[src/rtl/note_pkg.sv]
// note_pkg: FSM states, the octave-0 half-period table and note splitting
// shared by note_player and its testbench-facing top.
package note_pkg;

  localparam int NOTE_W        = 6;
  localparam int BASE_W        = 16;
  localparam int NOTES_PER_OCT = 12;
  localparam int NUM_OCT       = 6;

  typedef enum logic [2:0] {
    IDLE = 3'd0,
    REQ  = 3'd1,
    WAIT = 3'd2,
    PLAY = 3'd3,
    GAP  = 3'd4
  } state_t;

  typedef struct packed {
    logic [2:0] octave;
    logic [3:0] semitone;
  } note_pos_t;

  // Octave-0 (C3..B3) half periods in 10 MHz clocks; G# = 24079 fills the chromatic row.
  localparam logic [BASE_W-1:0] BASE_HALF [NOTES_PER_OCT] = '{
    16'd38223, 16'd36077, 16'd34052, 16'd32141, 16'd30337, 16'd28635,
    16'd27027, 16'd25510, 16'd24079, 16'd22727, 16'd21452, 16'd20248
  };

  // Octave/semitone split by a compare chain so no divider is built.
  function automatic note_pos_t split_note(input logic [NOTE_W-1:0] n);
    note_pos_t        p;
    logic [NOTE_W-1:0] rem;
    if (n >= 6'd60) begin
      p.octave = 3'd5;
      rem      = n - 6'd60;
    end else if (n >= 6'd48) begin
      p.octave = 3'd4;
      rem      = n - 6'd48;
    end else if (n >= 6'd36) begin
      p.octave = 3'd3;
      rem      = n - 6'd36;
    end else if (n >= 6'd24) begin
      p.octave = 3'd2;
      rem      = n - 6'd24;
    end else if (n >= 6'd12) begin
      p.octave = 3'd1;
      rem      = n - 6'd12;
    end else begin
      p.octave = 3'd0;
      rem      = n;
    end
    p.semitone = rem[3:0];
    return p;
  endfunction

endpackage

[src/rtl/note_player_tone_gen.sv]
// tone_gen: square-wave generator holding the half-period counter and toggle flop.
// A half period of 0 produces silence (used for rests).
module tone_gen
  import note_pkg::*;
#(
  parameter int DIV_W = 16
) (
  input  logic             clk,
  input  logic             nrst,
  input  logic             load,
  input  logic [DIV_W-1:0] half_period,
  input  logic             run,
  output logic             wave
);

  logic [DIV_W-1:0] cnt_reg;
  logic [DIV_W-1:0] hp_reg;
  logic             wave_reg;

  always_ff @(posedge clk or negedge nrst) begin
    if (!nrst) begin
      cnt_reg  <= '0;
      hp_reg   <= '0;
      wave_reg <= 1'b0;
    end else if (load) begin
      // First cycle after load is already high so the note starts on a rising edge.
      hp_reg   <= half_period;
      cnt_reg  <= '0;
      wave_reg <= (half_period != '0);
    end else if (!run) begin
      cnt_reg  <= '0;
      wave_reg <= 1'b0;
    end else if (hp_reg == '0) begin
      cnt_reg  <= '0;
      wave_reg <= 1'b0;
    end else if (cnt_reg == hp_reg - DIV_W'(1)) begin
      cnt_reg  <= '0;
      wave_reg <= ~wave_reg;
    end else begin
      cnt_reg  <= cnt_reg + DIV_W'(1);
    end
  end

  assign wave = wave_reg;

endmodule

[src/rtl/note_player.sv]
// note_player: requests a note, plays it as a square wave for NOTE_CYCLES,
// then stays silent for GAP_CYCLES. Optional macro REST_EN makes note 0 a rest.
module note_player
  import note_pkg::*;
#(
  parameter int NOTE_CYCLES = 2500000,
  parameter int GAP_CYCLES  = 250000,
  parameter int DIV_W       = 16
) (
  input  logic              clk,
  input  logic              nrst,
  input  logic              en,
  input  logic              note_valid,
  input  logic [NOTE_W-1:0] note,
  output logic              note_req,
  output logic              wave_out,
  output logic              busy,
  output logic [NOTE_W-1:0] cur_note
);

  localparam int CNT_MAX = (NOTE_CYCLES > GAP_CYCLES) ? NOTE_CYCLES : GAP_CYCLES;
  localparam int CNT_W   = $clog2(CNT_MAX + 1);
  localparam logic [CNT_W-1:0] NOTE_LAST = CNT_W'(NOTE_CYCLES - 1);
  localparam logic [CNT_W-1:0] GAP_LAST  = CNT_W'(GAP_CYCLES - 1);

  state_t            state_reg, state_next;
  logic [CNT_W-1:0]  cnt_reg, cnt_next;
  logic [NOTE_W-1:0] cur_note_reg, cur_note_next;
  logic              capture;
  logic              tone_run;

  note_pos_t         pos;
  logic [BASE_W-1:0] shifted [NUM_OCT];
  logic [BASE_W-1:0] oct_half;
  logic [DIV_W-1:0]  half_period;

  assign pos = split_note(note);

  genvar gi;
  generate
    for (gi = 0; gi < NUM_OCT; gi++) begin : g_oct
      assign shifted[gi] = BASE_HALF[pos.semitone] >> gi;
    end
  endgenerate

  always_comb begin
    oct_half = shifted[0];
    case (pos.octave)
      3'd1:    oct_half = shifted[1];
      3'd2:    oct_half = shifted[2];
      3'd3:    oct_half = shifted[3];
      3'd4:    oct_half = shifted[4];
      3'd5:    oct_half = shifted[5];
      default: oct_half = shifted[0];
    endcase
    if (oct_half == '0) begin
      oct_half = BASE_W'(1);
    end
    half_period = DIV_W'(oct_half);
`ifdef REST_EN
    if (note == '0) begin
      half_period = '0;
    end
`endif
  end

  always_ff @(posedge clk or negedge nrst) begin
    if (!nrst) begin
      state_reg    <= IDLE;
      cnt_reg      <= '0;
      cur_note_reg <= '0;
    end else begin
      state_reg    <= state_next;
      cnt_reg      <= cnt_next;
      cur_note_reg <= cur_note_next;
    end
  end

  always_comb begin
    state_next    = state_reg;
    cnt_next      = cnt_reg;
    cur_note_next = cur_note_reg;
    capture       = 1'b0;
    // Dropping en aborts whatever is in flight, including a coincident note_valid.
    if (!en && state_reg != IDLE) begin
      state_next = IDLE;
      cnt_next   = '0;
    end else begin
      case (state_reg)
        IDLE: begin
          if (en) begin
            state_next = REQ;
          end
        end
        REQ: begin
          state_next = WAIT;
        end
        WAIT: begin
          if (note_valid) begin
            capture       = 1'b1;
            cur_note_next = note;
            cnt_next      = '0;
            state_next    = PLAY;
          end
        end
        PLAY: begin
          if (cnt_reg == NOTE_LAST) begin
            cnt_next   = '0;
            state_next = GAP;
          end else begin
            cnt_next = cnt_reg + CNT_W'(1);
          end
        end
        GAP: begin
          if (cnt_reg == GAP_LAST) begin
            cnt_next   = '0;
            state_next = REQ;
          end else begin
            cnt_next = cnt_reg + CNT_W'(1);
          end
        end
        default: begin
          state_next = IDLE;
          cnt_next   = '0;
        end
      endcase
    end
  end

  // Tone only runs while the next cycle is still PLAY, so wave drops the cycle PLAY ends.
  assign tone_run = (state_next == PLAY);

  tone_gen #(
    .DIV_W(DIV_W)
  ) u_tone (
    .clk        (clk),
    .nrst       (nrst),
    .load       (capture),
    .half_period(half_period),
    .run        (tone_run),
    .wave       (wave_out)
  );

  assign note_req = (state_reg == REQ);
  assign busy     = (state_reg == PLAY) || (state_reg == GAP);
  assign cur_note = cur_note_reg;

endmodule
[config.mk]
export PLATFORM = sky130hd
export DESIGN_NAME = note_player
export DESIGN_NICKNAME = d
export VERILOG_FILES = /design/src/rtl/note_pkg.sv /design/src/rtl/note_player_tone_gen.sv /design/src/rtl/note_player.sv
export SDC_FILE = /design/constraint.sdc
export NUM_CORES = 1
export LEC_CHECK = 0
export CAP_MARGIN = 20
export CORE_ASPECT_RATIO = 1.4
export CORE_MARGIN = 10
export CORE_UTILIZATION = 51
export DETAILED_ROUTE_END_ITERATION = 8
export PLACE_DENSITY = 0.71
export SETUP_SLACK_MARGIN = 0.1
export SKIP_LAST_GASP = 1
export SLEW_MARGIN = 15
export SYNTH_ARGS = -nofsm -noshare
export SYNTH_HDL_FRONTEND = slang
export SYNTH_SLANG_ARGS = --single-unit
export TNS_END_PERCENT = 100
[constraint.sdc]
create_clock -name clk -period 2.9 [get_ports clk]
set_clock_uncertainty 0.15 [all_clocks]
set_input_delay 0.435 -clock clk [delete_from_list [all_inputs] [get_ports clk]]
set_output_delay 0.435 -clock clk [all_outputs]
set_load 0.01 [all_outputs]
==> out/metrics.cfg <==
[critical_path]
arrival_ns = 2.83
critPathKind = register to register
r2r_start = cnt_reg[20]$_DFFE_PN0P_
critPathMaxFanout = 3
crit_path_end_kind = register
path_cells = nor4_2 -> nand4_1 -> buf_4 -> o31ai_4 -> o211ai_1 -> or4_4 -> a41o_1 -> mux2_4
path_delay_family = simple AND/OR/NAND/NOR gates
ff2ff_path_depth = 8
slowest_stage = or4_4
critPathBufInv = 1
crit_required_ns = 2.97
cp.depth = 8
max_stage_delay_ns = 0.56
start_kind = register
rr_endpoint = u_tone.wave$_DFFE_PN0P_
ff2ff_setup_slack_ns = 0.14

[yosys]
yosysSeqAreaShare_pct = 33.7
synth_top_area_cell = dfrtp_1
netlist_instances = 596
ys_warn_count = 0
synthArstFlopShare_pct = 100
synth_area_leaders = dfrtp_1 34%, nor2_1 5.6%, xor2_1 4.8%
netlist_top_cells_count = 71 x nor2_1, 64 x dfrtp_1, 53 x nand2_1
avgSynthCellArea_um2 = 7.98
synth.ff_latch_count = 64
syn_area_mm2 = 0.00475
synth_edf_count = 0
synth_nets = 617
netlist-cell-type-count = 69
synth_flop_cell = dfrtp_1
synth_top_area_share_pct = 33.7
yosysMostFrequentCell = nor2_1

[cells_and_area]
utilization_pct = 69.4
drive_gt1_share_pct = 25.6
fillers = 733
finalInstanceArea_mm2 = 0.00630
largest_register_ff_count = 22
area_delta_synth_final_pct = 32.5
nets = 711
stdcell_count = 802
num_antenna_cells = 0

[placement]
io_buffers = 18
detailedPlace.worstSlack_ns = -0.456
dp_cells = 773
place.gp.congestion = 0.989
hpwl_um = 10900
dpl_cell_area_mm2 = 0.00566

[sta]
layout_setup_ws_ns = 0.142
clock.fmax_mhz = 363
fin_hold_ws_ns = -0.00123
tns_ns = 0
rsz0062_at_grt = yes
worstMarginPinSlew_ns = 0.706
final.min_clock_period_ns = 2.76
period_share_pct = 95.1
relSlewSlack_pct = 52.9
hold_viol = 10
finalSetupViolations = 0
drv_slew = 0

[global_routing]
grt_usage_pct = 21.5
antenna_found_initial = 0
grt_max_degree = 34
grt_pass1_wl_um = 23700
grt_pass1_vias = 4915
grt_overflow = 0

[pwr]
p_per_area_mw_per_mm2 = 551
power.switching_mw = 1.13
vdd_drop_max_mv = 0.318
power.total_mw = 3.47
clock_power_share_pct = 33.3
p_sw_share_pct = 32.6
p_int_mw = 2.34
pwr-share-seq_pct = 33.0
combPwrFrac_pct = 33.7
p_leak_nw = 2.66

[clock_tree]
clk_latency_ns = 0.34
root_buffer = clkbuf_16
cts_buffer_depth = 2
clock_sinks = 64
cts_tree = done
cts_made_buffers = 9
clk_pin_slew_ns = 0.06
htreeDepth = 3

[detailed_routing]
drt_iter0_drc = 260
firstDrtPassIters = 5
viasPerCell = 6.20
drc = 0
wl_per_cell_um = 18.3
ant_nets = 0
vias = 4972
totalWireLength_um = 14700

[hold_path]
holdCritPathClass = input port to asynchronous set/reset pin

[floorplan]
die_width_um = 102
row_count = 41
die_y_um = 134
core_area_mm2 = 0.00908
start_util_pct = 52.4
die_area_mm2 = 0.0136
io_pins = 19

[run_status]
violations = negative hold slack
status = complete, but fails checks

[run]
maxCapViolations = 0

## cell usage in the layout (no fill, tap or decap), types with 23 or more instances in the layout
| cell type | count |
|---|---|
| a21oi_1 | 35 |
| buf_4 | 101 |
| dfrtp_1 | 62 |
| nand2_1 | 52 |
| nand3_1 | 29 |
| nor2_1 | 68 |
| o21ai_0 | 35 |
| xnor2_1 | 23 |
| xor2_1 | 26 |
## repair_timing
item,4_1_cts,5_1_grt
setup buffers,3,10
resized for setup,14,47
setup endpoints to repair,31,47
hold buffers,0,0
cloned,0,0
pin swaps,3,15
## worst max-delay path by stage
| stage | startpoint | endpoint | slack (ns) |
|---|---|---|---|
| finish | cnt_reg[20]$_DFFE_PN0P_ | u_tone.wave$_DFFE_PN0P_ | 0.14 |
| global route | cnt_reg[8]$_DFFE_PN0P_ | u_tone.wave$_DFFE_PN0P_ | 0.02 |
| CTS | note[3] | u_tone.hp_reg[5]$_DFFE_PN0P_ | 0.07 |
| detailed placement | note[2] | u_tone.hp_reg[6]$_DFFE_PN0P_ | -0.46 |
| global placement | note[2] | u_tone.hp_reg[11]$_DFFE_PN0P_ | -0.39 |
| floorplan | note[1] | u_tone.hp_reg[1]$_DFFE_PN0P_ | 0.09 |
## routing by layer
layer / track usage [%] / wire length (um) / vias to the layer above
met3: 3.39 / 680 / 65
met2: 38.6 / 7780 / 189
met5: 0 / 0 / -
met1: 22.2 / 5330 / 2352
met4: 14.0 / 885 / 0
li1: - / - / 2366
## cell families after synthesis
logic type	synth area share (%)
muxes	0.947
AOI/OAI and AO/OA	23.4
xor gates and xnor gates	9.39
adders and majority gates	2.89
buffers and inverters	5.03
DFF	33.7
and+or+nand+nor	24.6
## final cells by class
cell class	count	area [um2]	share of cell area, %
Clock buffer	11	243	3.85
Clock inverter	5	80.1	1.27
Inverter	14	57.6	0.913
Multi-Input combinational cell	475	3150	50.0
Sequential cell	64	1600	25.5
Tap cell	107	134	2.12
Timing Repair Buffer	126	1030	16.4
## power groups by stage
stage / clock [mW] / combinational, mW / sequential (mW)
global route: 1.20 / 1.28 / 1.17
detailed placement: 0 / 1.08 / 1.16
floorplan: 0 / 0.659 / 1.13
finish: 1.16 / 1.17 / 1.15
CTS: 1.17 / 1.10 / 1.14
global placement: 0 / 1.06 / 1.15
Power figures use the tool's default switching activity.
